**config.mk**
```make
export PLATFORM = sky130hd
export DESIGN_NAME = cordic_result_collector
export DESIGN_NICKNAME = d
export VERILOG_FILES = /design/src/rtl/cordic_pkg.sv /design/src/rtl/result_bank.sv /design/src/rtl/cordic_result_collector.sv
export SDC_FILE = /design/constraint.sdc
export NUM_CORES = 1
export LEC_CHECK = 0
export BUFFER_PORTS_ARGS = -buffer_cell sky130_fd_sc_hd__buf_2
export CAP_MARGIN = 20
export CORE_MARGIN = 2
export CORE_UTILIZATION = 31
export CTS_CLUSTER_DIAMETER = 100
export CTS_CLUSTER_SIZE = 10
export DETAILED_ROUTE_END_ITERATION = 7
export HOLD_SLACK_MARGIN = 0.03
export PLACE_DENSITY_LB_ADDON = 0.05
export SYNTH_ARGS = -nofsm -noshare
export SYNTH_HDL_FRONTEND = slang
export SYNTH_HIERARCHICAL = 1
export SYNTH_SLANG_ARGS = --single-unit
```
**constraint.sdc**
```tcl
create_clock -name clk -period 5.3 [get_ports clk]
set_input_delay 0.265 -clock clk [delete_from_list [all_inputs] [get_ports clk]]
set_output_delay 0.265 -clock clk [all_outputs]
set_load 0.005 [all_outputs]
```
**src/rtl/cordic_pkg.sv**
```systemverilog
// Shared definitions for the CORDIC QR result path.
//   MATRIX_INT / DEC_PT : fixed-point split of a result word
//   DATA_W              : result word width (integer + fraction + sign-ext bit)
//   ROWS / COLS         : result frame geometry, FRAME_WORDS words per frame
//   word_t              : one result word
//   rd_state_t          : read-side FSM states of the collector
package cordic_pkg;

  localparam int MATRIX_INT  = 8;
  localparam int DEC_PT      = 3;
  localparam int DATA_W      = MATRIX_INT + DEC_PT + 1;
  localparam int ROWS        = 4;
  localparam int COLS        = 4;
  localparam int FRAME_WORDS = ROWS * COLS;

  typedef logic [DATA_W-1:0] word_t;

  typedef enum logic {
    IDLE,
    SEND
  } rd_state_t;

endpackage

```
**src/rtl/result_bank.sv**
```systemverilog
// One frame of result storage.
//   clk      : write clock
//   wr_en    : store wr_data at wr_addr (row-major word index)
//   wr_addr  : word index 0 .. ROWS*COLS-1
//   wr_data  : word to store
//   rd_row   : row to present on rd_data
//   rd_data  : COLS words of row rd_row, lane c = column c
// Storage carries no reset; the collector qualifies reads with its own
// valid state, so stale contents are never observed.
module result_bank #(
  parameter int DATA_W = cordic_pkg::DATA_W,
  parameter int ROWS   = cordic_pkg::ROWS,
  parameter int COLS   = cordic_pkg::COLS
) (
  input  logic                               clk,
  input  logic                               wr_en,
  input  logic [$clog2(ROWS*COLS)-1:0]       wr_addr,
  input  logic [DATA_W-1:0]                  wr_data,
  input  logic [$clog2(ROWS)-1:0]            rd_row,
  output logic [COLS-1:0][DATA_W-1:0]        rd_data
);

  localparam int ADDR_W = $clog2(ROWS*COLS);
  localparam int RIDX_W = $clog2(ROWS);

  logic [COLS-1:0][DATA_W-1:0] mem [ROWS];

  // Row-major address decode written as a compare per cell so the
  // word index never has to be split into row/column fields.
  always_ff @(posedge clk) begin
    for (int unsigned r = 0; r < ROWS; r++) begin
      for (int unsigned c = 0; c < COLS; c++) begin
        if (wr_en && (wr_addr == ADDR_W'(r*COLS + c))) begin
          mem[r][c] <= wr_data;
        end
      end
    end
  end

  always_comb begin
    rd_data = '0;
    for (int unsigned r = 0; r < ROWS; r++) begin
      if (rd_row == RIDX_W'(r)) begin
        rd_data = mem[r];
      end
    end
  end

endmodule

```
**src/rtl/cordic_result_collector.sv**
```systemverilog
// Receiving end of the CORDIC QR core's result stream. Serial result words
// are reassembled into ROWS x COLS frames (row-major) in two frame banks and
// presented one row per valid/ready transfer. The core cannot be stalled, so
// words that arrive while both banks hold unread frames are dropped.
//
// Ports:
//   clk, rst        : clock, asynchronous active-high reset
//   res_valid       : qualifies res_data (core out_valid)
//   res_data        : one result word (core out_matrix)
//   row_valid       : a row is presented on row_0..row_3
//   row_ready       : consumer accepts the row when row_valid && row_ready
//   row_0..row_3    : columns 0..3 of the current row
//   row_idx         : row number within the frame
//   frame_done      : high in the cycle the last row of a frame is accepted
//   err_overflow    : sticky, a word was dropped with both banks full
//   err_timeout     : one-cycle pulse when a stalled partial frame is discarded
//
// Build option: define COLLECTOR_TIMEOUT_EN to discard partial frames that
// sit idle for TIMEOUT_CYC cycles; otherwise err_timeout is tied low.
module cordic_result_collector #(
  parameter int DATA_W      = cordic_pkg::DATA_W,
  parameter int ROWS        = cordic_pkg::ROWS,
  parameter int COLS        = cordic_pkg::COLS,
  parameter int TIMEOUT_CYC = 8
) (
  input  logic                      clk,
  input  logic                      rst,
  input  logic                      res_valid,
  input  logic [DATA_W-1:0]         res_data,
  output logic                      row_valid,
  input  logic                      row_ready,
  output logic [DATA_W-1:0]         row_0,
  output logic [DATA_W-1:0]         row_1,
  output logic [DATA_W-1:0]         row_2,
  output logic [DATA_W-1:0]         row_3,
  output logic [$clog2(ROWS)-1:0]   row_idx,
  output logic                      frame_done,
  output logic                      err_overflow,
  output logic                      err_timeout
);

  import cordic_pkg::*;

  localparam int FRAME  = ROWS * COLS;
  localparam int CNT_W  = $clog2(FRAME);
  localparam int RIDX_W = $clog2(ROWS);

  if (COLS != 4) begin : g_bad_cols
    $error("row_0..row_3 expose exactly four lanes; COLS must be 4");
  end
  if (TIMEOUT_CYC < 1) begin : g_bad_timeout
    $error("TIMEOUT_CYC must be at least 1");
  end

  rd_state_t                  state, state_nxt;
  logic [1:0]                 bank_full, full_nxt;
  logic                       wr_bank;
  logic                       rd_bank, rd_bank_nxt;
  logic [CNT_W-1:0]           wr_cnt;
  logic [RIDX_W-1:0]          row_idx_nxt;

  logic                       hs, last_row, free_now;
  logic                       target_full, wr_accept, wr_drop, frame_cmpl;
  logic                       timeout_hit;

  logic [COLS-1:0][DATA_W-1:0] rd_data0, rd_data1, rd_sel;

  assign hs       = (state == SEND) && row_ready;
  assign last_row = (row_idx == RIDX_W'(ROWS-1));
  assign free_now = hs && last_row;

  // A bank released by the reader this cycle counts as empty for the writer.
  assign target_full = bank_full[wr_bank] && !(free_now && (rd_bank == wr_bank));
  assign wr_accept   = res_valid && !target_full;
  assign wr_drop     = res_valid && target_full;
  assign frame_cmpl  = wr_accept && (wr_cnt == CNT_W'(FRAME-1));

  always_comb begin
    full_nxt = bank_full;
    if (free_now)   full_nxt[rd_bank] = 1'b0;
    if (frame_cmpl) full_nxt[wr_bank] = 1'b1;
  end

  // ---------------------------------------------------------------- banks
  result_bank #(
    .DATA_W (DATA_W),
    .ROWS   (ROWS),
    .COLS   (COLS)
  ) u_bank0 (
    .clk     (clk),
    .wr_en   (wr_accept && (wr_bank == 1'b0)),
    .wr_addr (wr_cnt),
    .wr_data (res_data),
    .rd_row  (row_idx),
    .rd_data (rd_data0)
  );

  result_bank #(
    .DATA_W (DATA_W),
    .ROWS   (ROWS),
    .COLS   (COLS)
  ) u_bank1 (
    .clk     (clk),
    .wr_en   (wr_accept && (wr_bank == 1'b1)),
    .wr_addr (wr_cnt),
    .wr_data (res_data),
    .rd_row  (row_idx),
    .rd_data (rd_data1)
  );

  // ----------------------------------------------------------- write side
  always_ff @(posedge clk or posedge rst) begin
    if (rst) begin
      bank_full    <= '0;
      wr_bank      <= 1'b0;
      wr_cnt       <= '0;
      err_overflow <= 1'b0;
    end else begin
      bank_full <= full_nxt;
      if (wr_drop) begin
        err_overflow <= 1'b1;
      end
      if (wr_accept) begin
        if (frame_cmpl) begin
          wr_cnt  <= '0;
          wr_bank <= ~wr_bank;
        end else begin
          wr_cnt <= wr_cnt + CNT_W'(1);
        end
      end else if (timeout_hit) begin
        wr_cnt <= '0;
      end
    end
  end

`ifdef COLLECTOR_TIMEOUT_EN
  localparam int TO_W = $clog2(TIMEOUT_CYC + 1);

  logic [TO_W-1:0] idle_cnt;

  // Fires on the TIMEOUT_CYC-th consecutive idle cycle of a partial frame.
  assign timeout_hit = !res_valid && (wr_cnt != '0) &&
                       (idle_cnt == TO_W'(TIMEOUT_CYC-1));

  always_ff @(posedge clk or posedge rst) begin
    if (rst) begin
      idle_cnt    <= '0;
      err_timeout <= 1'b0;
    end else begin
      err_timeout <= timeout_hit;
      if (res_valid || timeout_hit) begin
        idle_cnt <= '0;
      end else if (wr_cnt != '0) begin
        idle_cnt <= idle_cnt + TO_W'(1);
      end
    end
  end
`else
  assign timeout_hit = 1'b0;
  assign err_timeout = 1'b0;
`endif

  // ------------------------------------------------------------ read side
  always_ff @(posedge clk or posedge rst) begin
    if (rst) begin
      state   <= IDLE;
      rd_bank <= 1'b0;
      row_idx <= '0;
    end else begin
      state   <= state_nxt;
      rd_bank <= rd_bank_nxt;
      row_idx <= row_idx_nxt;
    end
  end

  // Looking at full_nxt lets a frame completing this cycle start SEND on the
  // very next cycle, and lets back-to-back frames stream without a bubble.
  always_comb begin
    state_nxt   = state;
    rd_bank_nxt = rd_bank;
    row_idx_nxt = row_idx;
    frame_done  = 1'b0;
    case (state)
      IDLE: begin
        if (full_nxt[rd_bank]) begin
          state_nxt = SEND;
        end
      end
      SEND: begin
        if (hs) begin
          if (last_row) begin
            frame_done  = 1'b1;
            rd_bank_nxt = ~rd_bank;
            row_idx_nxt = '0;
            state_nxt   = full_nxt[~rd_bank] ? SEND : IDLE;
          end else begin
            row_idx_nxt = row_idx + RIDX_W'(1);
          end
        end
      end
      default: state_nxt = IDLE;
    endcase
  end

  assign row_valid = (state == SEND);
  assign rd_sel    = rd_bank ? rd_data1 : rd_data0;

  always_comb begin
    row_0 = '0;
    row_1 = '0;
    row_2 = '0;
    row_3 = '0;
    if (state == SEND) begin
      row_0 = rd_sel[0];
      row_1 = rd_sel[1];
      row_2 = rd_sel[2];
      row_3 = rd_sel[3];
    end
  end

endmodule

```
== After elaboration in Yosys (flattened, before gate mapping) ==
Memories as Yosys holds them, arrays and structs flattened.
Cells that the tools add are included.

* Magnitude comparators: 5
* Equality and inequality tests: 19
* Reduce and logical (&&, ||, !) cells: 56
* Add/subtract/negate cells: 2
* Bitwise logic cells: 6
* Multiplexer cells: 117

{| class="wikitable"
|+ Operator list
! operator !! count
|-
| 48-bit two-way mux || 15
|-
| 48-bit OR reduction || 6
|-
| 1-bit two-way mux || 79
|-
| 12-bit two-way mux || 4
|-
| 1-bit logical AND || 43
|-
| 4-bit == test, second input constant || 8
|-
| 4-bit two-way mux || 7
|-
| 2-bit two-way mux || 9
|-
| 4-bit by 3-bit == test with 1-bit output, second input constant || 4
|-
| 4-bit by 2-bit == test with 1-bit output, second input constant || 2
|-
| 1-bit by 2-bit < comparator with 1-bit output, second input constant || 3
|-
| 4-bit by 1-bit adder with 4-bit output, second input constant || 1
|-
| 2-bit == test, second input constant || 2
|-
| 4-bit by 1-bit == test with 1-bit output, second input constant || 1
|-
| 4-bit logical NOT || 1
|-
| 2-bit AND reduction || 2
|-
| 1-bit NOT || 3
|-
| 3-bit AND reduction || 1
|-
| 2-bit by 1-bit adder with 2-bit output, second input constant || 1
|-
| 2-bit AND || 1
|-
| 1-bit demux with 1-bit select || 2
|-
| 2-bit by 1-bit == test with 1-bit output, second input constant || 1
|-
| 1-bit greater-or-equal comparator, second input constant || 2
|-
| 1-bit logical NOT || 2
|-
| 5 further kinds || 5
|}

* Output and inout port bits: 54
* Input port bits: 16
* RAM bits: 384
* Memories: 2
* Word-level logic and storage cells: 214
* Flip-flop bits (word level): 12

{| class="wikitable"
|+ Memories
! name !! words !! bits a word !! read ports !! clocked after Yosys merged registers in !! wr ports !! RTL line !! text
|-
| u_bank0.mem || 4 || 48 || 4 || 0 || 1 || result_bank.sv:26 || <nowiki>logic [COLS-1:0][DATA_W-1:0] mem [ROWS];</nowiki>
|-
| u_bank1.mem || 4 || 48 || 4 || 0 || 1 || result_bank.sv:26 ||
|}

== Logic depth before layout (Yosys ltp) ==
Gate-level depths: netlist of run 1.

* Depth after elaboration: 15
* Depth in mapped cells: 6
* Mapped depth without buffers: 6

== Hierarchy ==
Netlist of run 1, hierarchy kept.

{| class="wikitable"
|+ By module, submodules not included
! module !! area each (um^2) !! times used !! seq. area each (um^2) !! cells each
|-
| result_bank || 7028.0 || 2 || 5765.5 || 273
|-
| cordic_result_collector || 1491.4 || 1 || 300.3 || 174
|}

== Worst setup path after synthesis of run 1 ==
Ideal clock, no wire load.

* Path type: register to register
* Start point: reg row_idx[0]
* End point: mem u_bank1/mem[0][0] (netlist bit) (enable)
* Slack: 2.299 ns
* Required time: 4.904 ns
* Arrival: 2.604 ns
* Library setup time: 0.396 ns
* Clock period less this slack: 3.001 ns
* Cell stages (with the launch flop): 7
* Buffers on the path: 0
* Cell sequence: dfrtp_1 > ha_1 > nand4_1 > nand2_1 > and3_1 > or3b_2 > nor3_1

* Cells in the longest elaborated chain, start to end: 15
* Elaborated cells between the ends (all ways): 56
* Classes of those cells: 1 x eq/ne; 32 x mux; 23 x reduce/logical

{| class="wikitable"
|+ RTL lines
! item !! RTL line !! text
|-
| start, declared || cordic_result_collector.sv:36 || <nowiki>output logic [$clog2(ROWS)-1:0] row_idx,</nowiki>
|-
| start signal, assigned || cordic_result_collector.sv:172 || <nowiki>row_idx <= row_idx_nxt;</nowiki>
|-
| 2-bit == test * || cordic_result_collector.sv:69 || <nowiki>assign last_row = (row_idx == RIDX_W'(ROWS-1));</nowiki>
|-
| 1-bit logical AND * || cordic_result_collector.sv:70 || <nowiki>assign free_now = hs && last_row;</nowiki>
|-
| 1-bit logical AND * || cordic_result_collector.sv:73 || <nowiki>assign target_full = bank_full[wr_bank] && !(free_now && (rd_bank == wr_bank));</nowiki>
|-
| 1-bit logical NOT * || cordic_result_collector.sv:73 ||
|-
| 1-bit logical AND * || cordic_result_collector.sv:73 ||
|-
| 1-bit logical NOT * || cordic_result_collector.sv:74 || <nowiki>assign wr_accept = res_valid && !target_full;</nowiki>
|-
| 1-bit logical AND * || cordic_result_collector.sv:74 ||
|-
| 1-bit logical AND * || cordic_result_collector.sv:104 || <nowiki>.wr_en (wr_accept && (wr_bank == 1'b1)),</nowiki>
|-
| 1-bit logical AND || result_bank.sv:33 || <nowiki>if (wr_en && (wr_addr == ADDR_W'(r*COLS + c))) begin</nowiki>
|-
| 1-bit two-way mux || result_bank.sv:33 ||
|-
| 1-bit two-way mux (not written as such) || result_bank.sv:34 || <nowiki>mem[r][c] <= wr_data;</nowiki>
|-
| 48-bit OR reduction (no line) || -- ||
|-
| 2-bit two-way mux (no line) or 4-bit two-way mux (tied branches) (3 in a row) || -- ||
|-
| end, declared || result_bank.sv:26 ||
|}

Mark *: on every way between the ends. The rest lies on a longest branch, timed or not.

==> results.sh, run 1 <==
export IMPL_maxSlewViolCount=0
export IMPL_highest_layer="met5"
export IMPL_postCtsResizedCells=0
export IMPL_routedWlPerCell_um=24.9
export IMPL_fin_crit_sh=0.690
export IMPL_clock_skew_ps=10.2
export IMPL_slowest_stage="buf_4"
export IMPL_drt_first_iter_violations=518
export IMPL_path_buf_inv=2
export IMPL_place_hpwl_um=20400
export IMPL_outcome="finished, final reports clean"
export IMPL_syn_area_per_cell_um2=21.6
export IMPL_nNetsFinal=832
export IMPL_place_congestion=0.675
export IMPL_htree_levels=2
export IMPL_syn_to_final_growth_pct=15.9
export IMPL_cts_tree="yes"
export IMPL_crit_path_end_kind="primary output"
export IMPL_cts_buffers=45
export IMPL_path_max_fanout=45
export IMPL_final_cells=1512
export IMPL_cts_clk_slew_worst_paths_ps=50
export IMPL_cp_arrival_ps=3390
export IMPL_ioPinCount=70
export IMPL_tns_ps=0
export IMPL_grt_pass1_vias=7988
export IMPL_grt_pass1_wl_um=54700
export IMPL_rsz0062_at_grt="false"
export IMPL_rows=82
export IMPL_netlist_instances=720
export IMPL_grt_overflow=0
export IMPL_crit_chain="buf_4, mux4_2, mux2i_1, nor2b_1, buf_2"
export IMPL_drc=0
export IMPL_coreArea_mm2=0.0499
export IMPL_die_w_um=228
export IMPL_yosys_warnings=6
export IMPL_fin_crit_ps=3660
export IMPL_grt_max_degree=57
export IMPL_hold_buffers=2
export IMPL_firstDrtPassIters=4
export IMPL_dp_cells=1437
export IMPL_leakage_nw=5.71
export IMPL_drv_cap=0
export IMPL_grt_total_usage=0.146
export IMPL_dieArea_mm2=0.0520
export IMPL_slew_headroom=0.332
export IMPL_post_cts_buffers=0
export IMPL_antenna_cells=0
export IMPL_drive_above_1_share=0.311
export IMPL_wl_um=37600
export IMPL_crit_type="reg -> out"
export IMPL_via_per_inst=4.83
export IMPL_netlist_area_mm2=0.0155
export IMPL_wl_met1_um=16300
export IMPL_ys_ff_latch=396
export IMPL_ant_nets=0
export IMPL_synth_fp_nets=738
export IMPL_final_common_cell="edfxtp_1"
export IMPL_power_density_mw_per_mm2=508
export IMPL_antenna_found_initial=2
export IMPL_cts_root_buf="clkbuf_16"
export IMPL_met3WireLength_um=1480
export IMPL_nFillCells=4633
export IMPL_fmaxAchievable_ghz=0.273
export IMPL_vias=7296
export IMPL_synth_cell_types=39
export IMPL_required_ps=5040
export IMPL_synth_top_flop_cell="edfxtp_1"
export IMPL_start_util=0.312
export IMPL_critical_path_top_delay_family="buffers and inverters"
export IMPL_report_final_setup_viol=0
export IMPL_cts_sinks=396
export IMPL_synth_edff_count=384
export IMPL_cpPeakStageDelay_ps=840
export IMPL_wl_met2_um=18900
export IMPL_ir_drop_mv=0.187
export IMPL_insertion_delay_ps=550
export IMPL_final_hold_viol_count=0
export IMPL_cts_buffer_depth=3
export IMPL_synth_async_reset_ratio=0.0303
export IMPL_critPathLaunchType="flip-flop"
export IMPL_layout_common_cells="edfxtp_1 (384), mux4_2 (96), buf_2 (68)"
export IMPL_tightest_slew_ps=1000
export IMPL_hp_class="in -> reg"
export IMPL_io_buffers=68
export IMPL_dieHeight_um=228
export IMPL_ys_seq_area_frac=0.761
[worst register-to-register path, delay by kind of cell, from the launching register on]
| family | cells | cell delay, ps |
|---|---|---|
| fa+ha+maj | 1 | 340 |
| flops | 1 | 820 |
| simple gates | 5 | 1940 |
[path summary, 6_finish.rpt]
kind	from	end	slack (ps)	cells past startpoint
worst max-delay path	row_idx[0]$_DFFE_PP0P_	row_0[8]	1640	5
worst min-delay path	row_ready	rd_bank$_DFFE_PP0P_	100	3
worst max register to register	row_idx[0]$_DFFE_PP0P_	u_bank0/mem[0][37]$_DFFE_PP_	1820	6
worst min register to register	err_overflow$_DFFE_PP0P_	err_overflow$_DFFE_PP0P_	530	1
max in group asynchronous	rst	rd_bank$_DFFE_PP0P_	4600	3
min in group asynchronous	rst	err_overflow$_DFFE_PP0P_	310	3
[layer usage]
metal,vias up,global-route usage
li1,3136,-
met1,3962,0.187
met2,140,0.250
met3,56,0.0305
met4,2,0.0429
met5,-,0
[power breakdown]
group          total [W]  switching, W  internal, W
clock            0.00275       0.00114      0.00161
combinational    0.00248       0.00127      0.00122
sequential       0.00392      0.000276      0.00364
total            0.00916       0.00268      0.00647
[final cells by class]
| cell class | count | area, µm² | area share |
|---|---|---|---|
| clock buffer | 72 | 1230 | 0.0681 |
| clock inverter | 1 | 30.0 | 0.00167 |
| inverter | 5 | 18.8 | 0.00104 |
| multi-input combinational | 286 | 3620 | 0.201 |
| sequential | 396 | 11800 | 0.658 |
| tap | 672 | 841 | 0.0467 |
| timing repair buffer | 80 | 435 | 0.0242 |
[stage by stage]
stage	area, µm²	setup slack [ps]	power [W]	hold slack, ps	utilization
floorplan	15500	2300	0.00560	130	-
global placement	16700	1810	0.00654	355	0.336
detailed placement	16700	1760	0.00656	359	0.336
CTS	18000	1420	0.00937	68.2	0.361
global route	18000	1290	0.00966	104	0.361
finish	18000	1640	0.00916	102	0.361
[cell usage after synthesis (3+ instances only)]
| library cell | number | area share |
|---|---|---|
| edfxtp_1 | 384 | 0.74 |
| mux4_2 | 96 | 0.14 |
| mux2i_1 | 48 | 0.031 |
| nor2b_1 | 48 | 0.019 |
| nor2_1 | 24 | 0.0058 |
| buf_2 | 12 | 0.0039 |
| dfrtp_1 | 12 | 0.019 |
| nand2_1 | 12 | 0.0029 |
| nor3_1 | 10 | 0.0032 |
| clkbuf_1 | 9 | 0.0022 |
| buf_4 | 6 | 0.0029 |
| buf_6 | 6 | 0.0043 |
| inv_1 | 5 | 0.0012 |
| nand2b_1 | 5 | 0.0020 |
| nand3b_1 | 4 | 0.0019 |
| a21o_1 | 3 | 0.0014 |
| a21oi_1 | 3 | 0.00097 |
| nand3_1 | 3 | 0.00097 |
| nand4_1 | 3 | 0.0012 |
[kinds of logic after synthesis]
logic type,share of synthesized area
multiplexers,0.173
adder cells (fa/ha/maj),0.00161
buffers and inverters,0.0145
flip-flops,0.761
other,0.000241
AO/OA/AOI/OAI,0.00773
AND/OR/NAND/NOR,0.0415
XOR/XNOR,0.000563
[registers in the layout, indices dropped and copies added (netlist names)]
register      cells
bank_full         2
row_valid         1
u_bank0/mem     192
rd_bank           1
u_bank1/mem     192
err_overflow      1
wr_bank           1
wr_cnt            4
row_idx           2
(Power assumes the default switching activity.)
==> inputs of run 2 (changes only) <==
clock period = 3.82 ns   (was 5.3 ns; I/O delays follow)
==> results.sh, run 2 (synthesis gave the netlist of run 1 again) <==
export IMPL_r2r_slack_ps=1110
export IMPL_path_max_fanout=99
export IMPL_insertion_delay_ps=560
export IMPL_grt_busiest_layer="met2"
export IMPL_worstHoldStart="res_data[6]"
export IMPL_hold_end="u_bank0/mem[1][6]$_DFFE_PP_"
export IMPL_crit_type="reg -> out"
export IMPL_leakage_nw=5.87
export IMPL_io_buffers=68
export IMPL_antenna_found_initial=2
export IMPL_ir_drop_mv=0.458
export IMPL_hold_depth=1
export IMPL_routedWlPerCell_um=23.7
export IMPL_largestRegisters="u_bank0/mem x192, u_bank1/mem x192, wr_cnt x4"
export IMPL_grt_overflow=0
export IMPL_cts_root_buf="clkbuf_16"
export IMPL_crit_path_end_kind="primary output"
export IMPL_rr_endpoint="u_bank1/mem[0][39]$_DFFE_PP_"
export IMPL_drv_cap=0
export IMPL_cts_buffers=45
export IMPL_outcome="finished, final reports clean"
export IMPL_cts_tree="yes"
export IMPL_rows=82
export IMPL_grt_total_usage=0.144
export IMPL_power_density_mw_per_mm2=699
export IMPL_syn_to_final_growth_pct=17.0
export IMPL_dieHeight_um=228
export IMPL_layout_common_cells="edfxtp_1 (384), mux4_2 (96), buf_2 (68)"
export IMPL_drive_above_1_share=0.301
export IMPL_final_hold_viol_count=0
export IMPL_die_w_um=228
export IMPL_final_common_cell="edfxtp_1"
export IMPL_wl_um=36800
export IMPL_cts_clk_slew_worst_paths_ps=60
export IMPL_grt_max_degree=100
export IMPL_critPathLaunchType="flip-flop"
export IMPL_via_per_inst=4.74
export IMPL_drc=0
export IMPL_vias=7350
export IMPL_clock_skew_ps=13.2
export IMPL_use_met2=0.234
export IMPL_maxSlewViolCount=0
export IMPL_ff2ff_path_depth=7
export IMPL_grt_util_met3=0.0284
export IMPL_fin_crit_sh=0.791
export IMPL_fin_crit_ps=3020
export IMPL_timing_rr_start="row_idx[1]$_DFFE_PP0P_"
export IMPL_coreArea_mm2=0.0499
export IMPL_dieArea_mm2=0.0520
export IMPL_cp_arrival_ps=2830
export IMPL_hp_class="in -> reg"
export IMPL_ant_nets=0
export IMPL_tightest_slew_ps=875
export IMPL_cts_sinks=396
export IMPL_drt_first_iter_violations=402
export IMPL_slew_headroom=0.417
export IMPL_nNetsFinal=860
export IMPL_report_final_setup_viol=0
export IMPL_start_util=0.312
export IMPL_post_cts_buffers=0
export IMPL_grt_pass1_vias=8008
export IMPL_place_congestion=0.684
export IMPL_cts_buffer_depth=3
export IMPL_postCtsResizedCells=0
export IMPL_required_ps=3630
export IMPL_firstDrtPassIters=4
export IMPL_tns_ps=0
export IMPL_met1_usage=0.199
export IMPL_rsz0062_at_grt="false"
export IMPL_ioPinCount=70
export IMPL_place_hpwl_um=20000
export IMPL_power_total_w=0.0127
export IMPL_grt_pass1_wl_um=54700
export IMPL_fmaxAchievable_ghz=0.331
export IMPL_htree_levels=2
run 2: changes by cell type in the layout (fill, tap and decap cells not counted), sizes merged:
cell and change:
dlygate4sd3 +1, diode +2, clkbuf +8, buf +27
run 2: worst max path at each step:
stage	from	to	slack, ps	depth (start not counted)
3_3_place_gp	row_idx[1]$_DFFE_PP0P_	u_bank1/mem[0][39]$_DFFE_PP_	1150	7
6_report	row_idx[0]$_DFFE_PP0P_	row_0[8]	800	5
4_1_cts	row_idx[0]$_DFFE_PP0P_	row_0[8]	710	5
2_1_floorplan	row_idx[0]$_DFFE_PP0P_	u_bank1/mem[0][0]$_DFFE_PP_	820	6
5_1_grt	row_idx[0]$_DFFE_PP0P_	row_0[8]	610	5
3_5_place_dp	row_idx[1]$_DFFE_PP0P_	u_bank1/mem[0][39]$_DFFE_PP_	1120	7
run 2: per-layer routing:
metal  routed length, µm  vias up
met5                   0        -
met4                 852        0
met3                1600       57
li1                    -     3205
met2               17700      142
met1               16600     3946
run 2: worst max-delay path, cell delays in order (launching register included):
cell     delay (ps)
dfrtp_4         420
buf_12          650
mux4_2          590
mux2i_1         310
nor2b_1         100
buf_2           140
run 2: cell type report:
cell class | instances | area [µm²]
multi-input combinational | 286 | 3530
antenna | 2 | 5.00
fill | 4643 | 31700
sequential | 396 | 11800
clock buffer | 80 | 1260
inverter | 5 | 18.8
tap | 672 | 841
timing repair buffer | 108 | 661
clock inverter | 1 | 30.0
run 2: metrics by stage:
| stage | setup slack [ps] | std cells | cell area [µm²] | util | hold WS [ps] |
|---|---|---|---|---|---|
| after global placement | 1150 | 1464 | 16900 | 0.338 | 319 |
| after CTS | 712 | 1548 | 18200 | 0.365 | 188 |
| after detailed placement | 1120 | 1464 | 16900 | 0.338 | 309 |
| after global routing | 610 | 1548 | 18200 | 0.365 | 222 |
| after floorplan | 819 | 720 | 15500 | - | 55.7 |
| final | 797 | 1550 | 18200 | 0.365 | 191 |
run 2: repair_timing:
action                                 in CTS  in global routing
endpoints found under the hold margin      16                  0
hold buffers                                3                  0
setup endpoints to repair                   0                  0
run 2: power by group:
| group | internal (W) | total [W] | switching (W) |
|---|---|---|---|
| sequential | 0.00505 | 0.00530 | 0.000253 |
| combinational | 0.00171 | 0.00352 | 0.00181 |
| clock | 0.00227 | 0.00388 | 0.00161 |
==> inputs of run 3 (changes only) <==
clock period = 3.05 ns   (was 3.82 ns; I/O delays follow)
==> results.sh, run 3 (synthesis gave the netlist of run 1 again) <==
export IMPL_rsz0062_at_grt="false"
export IMPL_r2r_slack_ps=420
export IMPL_fin_crit_ps=2800
export IMPL_required_ps=2900
export IMPL_dieHeight_um=228
export IMPL_timing_hold_ws_ps=157
export IMPL_grt_pass1_wl_um=54900
export IMPL_crit_type="reg -> out"
export IMPL_grt_pass1_vias=8050
export IMPL_cp_startpoint="rd_bank$_DFFE_PP0P_"
export IMPL_drive_above_1_share=0.302
export IMPL_power_density_mw_per_mm2=878
export IMPL_cts_clk_slew_worst_paths_ps=60
export IMPL_slew_headroom=0.281
export IMPL_syn_to_final_growth_pct=17.2
export IMPL_cp_arrival_ps=2640
export IMPL_nNetsFinal=861
export IMPL_fmaxAchievable_ghz=0.358
export IMPL_antenna_found_initial=2
export IMPL_cts_buffers=45
export IMPL_cts_buffer_depth=3
export IMPL_grt_overflow=0
export IMPL_rows=82
export IMPL_maxSlewViolCount=0
export IMPL_ir_drop_mv=0.504
export IMPL_insertion_delay_ps=550
export IMPL_grt_total_usage=0.146
export IMPL_critPathLaunchType="flip-flop"
export IMPL_final_common_cell="edfxtp_1"
export IMPL_antenna_cells=0
export IMPL_via_per_inst=4.80
export IMPL_timing_rr_start="row_idx[0]$_DFFE_PP0P_"
export IMPL_slowest_stage="buf_4"
export IMPL_cpPeakStageDelay_ps=850
export IMPL_fin_crit_sh=0.916
export IMPL_path_max_fanout=47
export IMPL_regArea_mm2=0.0118
export IMPL_drt_first_iter_violations=574
export IMPL_dieArea_mm2=0.0520
export IMPL_htree_levels=2
export IMPL_report_final_setup_viol=0
export IMPL_outcome="finished, final reports clean"
export IMPL_ff2ff_path_depth=7
export IMPL_nFillCells=4648
export IMPL_cts_tree="yes"
export IMPL_crit_path_end_kind="primary output"
export IMPL_tns_ps=0
export IMPL_endpoint="row_0[8]"
export IMPL_cts_sinks=396
export IMPL_drv_cap=0
export IMPL_rr_endpoint="u_bank1/mem[0][3]$_DFFE_PP_"
export IMPL_die_w_um=228
export IMPL_layout_common_cells="edfxtp_1 (384), mux4_2 (96), buf_2 (68)"
export IMPL_cts_root_buf="clkbuf_16"
export IMPL_place_hpwl_um=19800
export IMPL_tightest_slew_ps=1080
export IMPL_hp_class="in -> reg"
export IMPL_drc=0
export IMPL_vias=7438
export IMPL_crit_chain="buf_4, mux2i_1, nor2b_1, buf_2"
export IMPL_ioPinCount=70
export IMPL_place_congestion=0.677
export IMPL_ant_nets=0
export IMPL_grt_max_degree=100
export IMPL_coreArea_mm2=0.0499
export IMPL_final_hold_viol_count=0
export IMPL_start_util=0.312
export IMPL_routedWlPerCell_um=24.5
export IMPL_multi_input_area_mm2=0.00353
export IMPL_wl_um=38000
export IMPL_io_buffers=68
export IMPL_largestRegisters="u_bank0/mem x192, u_bank1/mem x192, wr_cnt x4"
export IMPL_firstDrtPassIters=6
export IMPL_clock_skew_ps=11.9
export IMPL_power_total_w=0.0160
export IMPL_leakage_nw=5.89
## run 3: cell count changes in the layout (fill, tap and decap cells not counted)
cell       delta
diode_2       -2
buf_4         -1
buf_16        +1
clkbuf_16     +1
## run 3: final cells by class
type / instances / area share
Timing Repair Buffer: 109 / 0.0387
Tap cell: 672 / 0.0461
Inverter: 5 / 0.00103
Multi-Input combinational cell: 286 / 0.194
Clock buffer: 80 / 0.0690
Sequential cell: 396 / 0.650
Clock inverter: 1 / 0.00165
## run 3: metal layers
| metal | part of all wire | track usage |
|---|---|---|
| met1 | 0.44 | 0.191 |
| met2 | 0.50 | 0.250 |
| met3 | 0.041 | 0.0231 |
| met4 | 0.020 | 0.0466 |
| met5 | 0.00029 | 0 |
## run 3: worst min-delay path by stage
stage	start	end	slack [ps]	cells after the start
floorplan	rst	bank_full[0]$_DFF_PP0_	20	1
global placement	rst	wr_cnt[1]$_DFFE_PP0P_	250	2
detailed placement	rst	wr_cnt[1]$_DFFE_PP0P_	270	2
CTS	res_data[8]	u_bank0/mem[0][32]$_DFFE_PP_	130	1
global route	res_data[8]	u_bank0/mem[0][32]$_DFFE_PP_	170	1
finish	res_data[8]	u_bank0/mem[0][32]$_DFFE_PP_	160	1
## run 3: critical path, delay by kind of cell, from the launching register on
kind	cells	cell delay (ps)
simple gates	1	90
mux	1	450
buf+inv	2	990
flops	1	530
## run 3: power by group
part / internal, W / switching [W] / total, W
logic: 0.00220 / 0.00238 / 0.00458
registers: 0.00633 / 0.000260 / 0.00659
clock network: 0.00284 / 0.00199 / 0.00483
## run 3: through the flow
| step | setup WS, ps | util | area, µm² | instances |
|---|---|---|---|---|
| floorplan | 49.5 | - | 15500 | 720 |
| global placement | 542 | 0.338 | 16900 | 1464 |
| detailed placement | 471 | 0.338 | 16900 | 1464 |
| CTS | 0.512 | 0.365 | 18200 | 1548 |
| global route | 111 | 0.366 | 18200 | 1549 |
| finish | 255 | 0.366 | 18200 | 1549 |
## run 3: repair_timing
item	4_1_cts	5_1_grt
hold buffers	3	0
endpoints found under the setup margin	0	9
buffers inserted	0	0
hold endpoints to repair	18	0
resized for setup	0	1
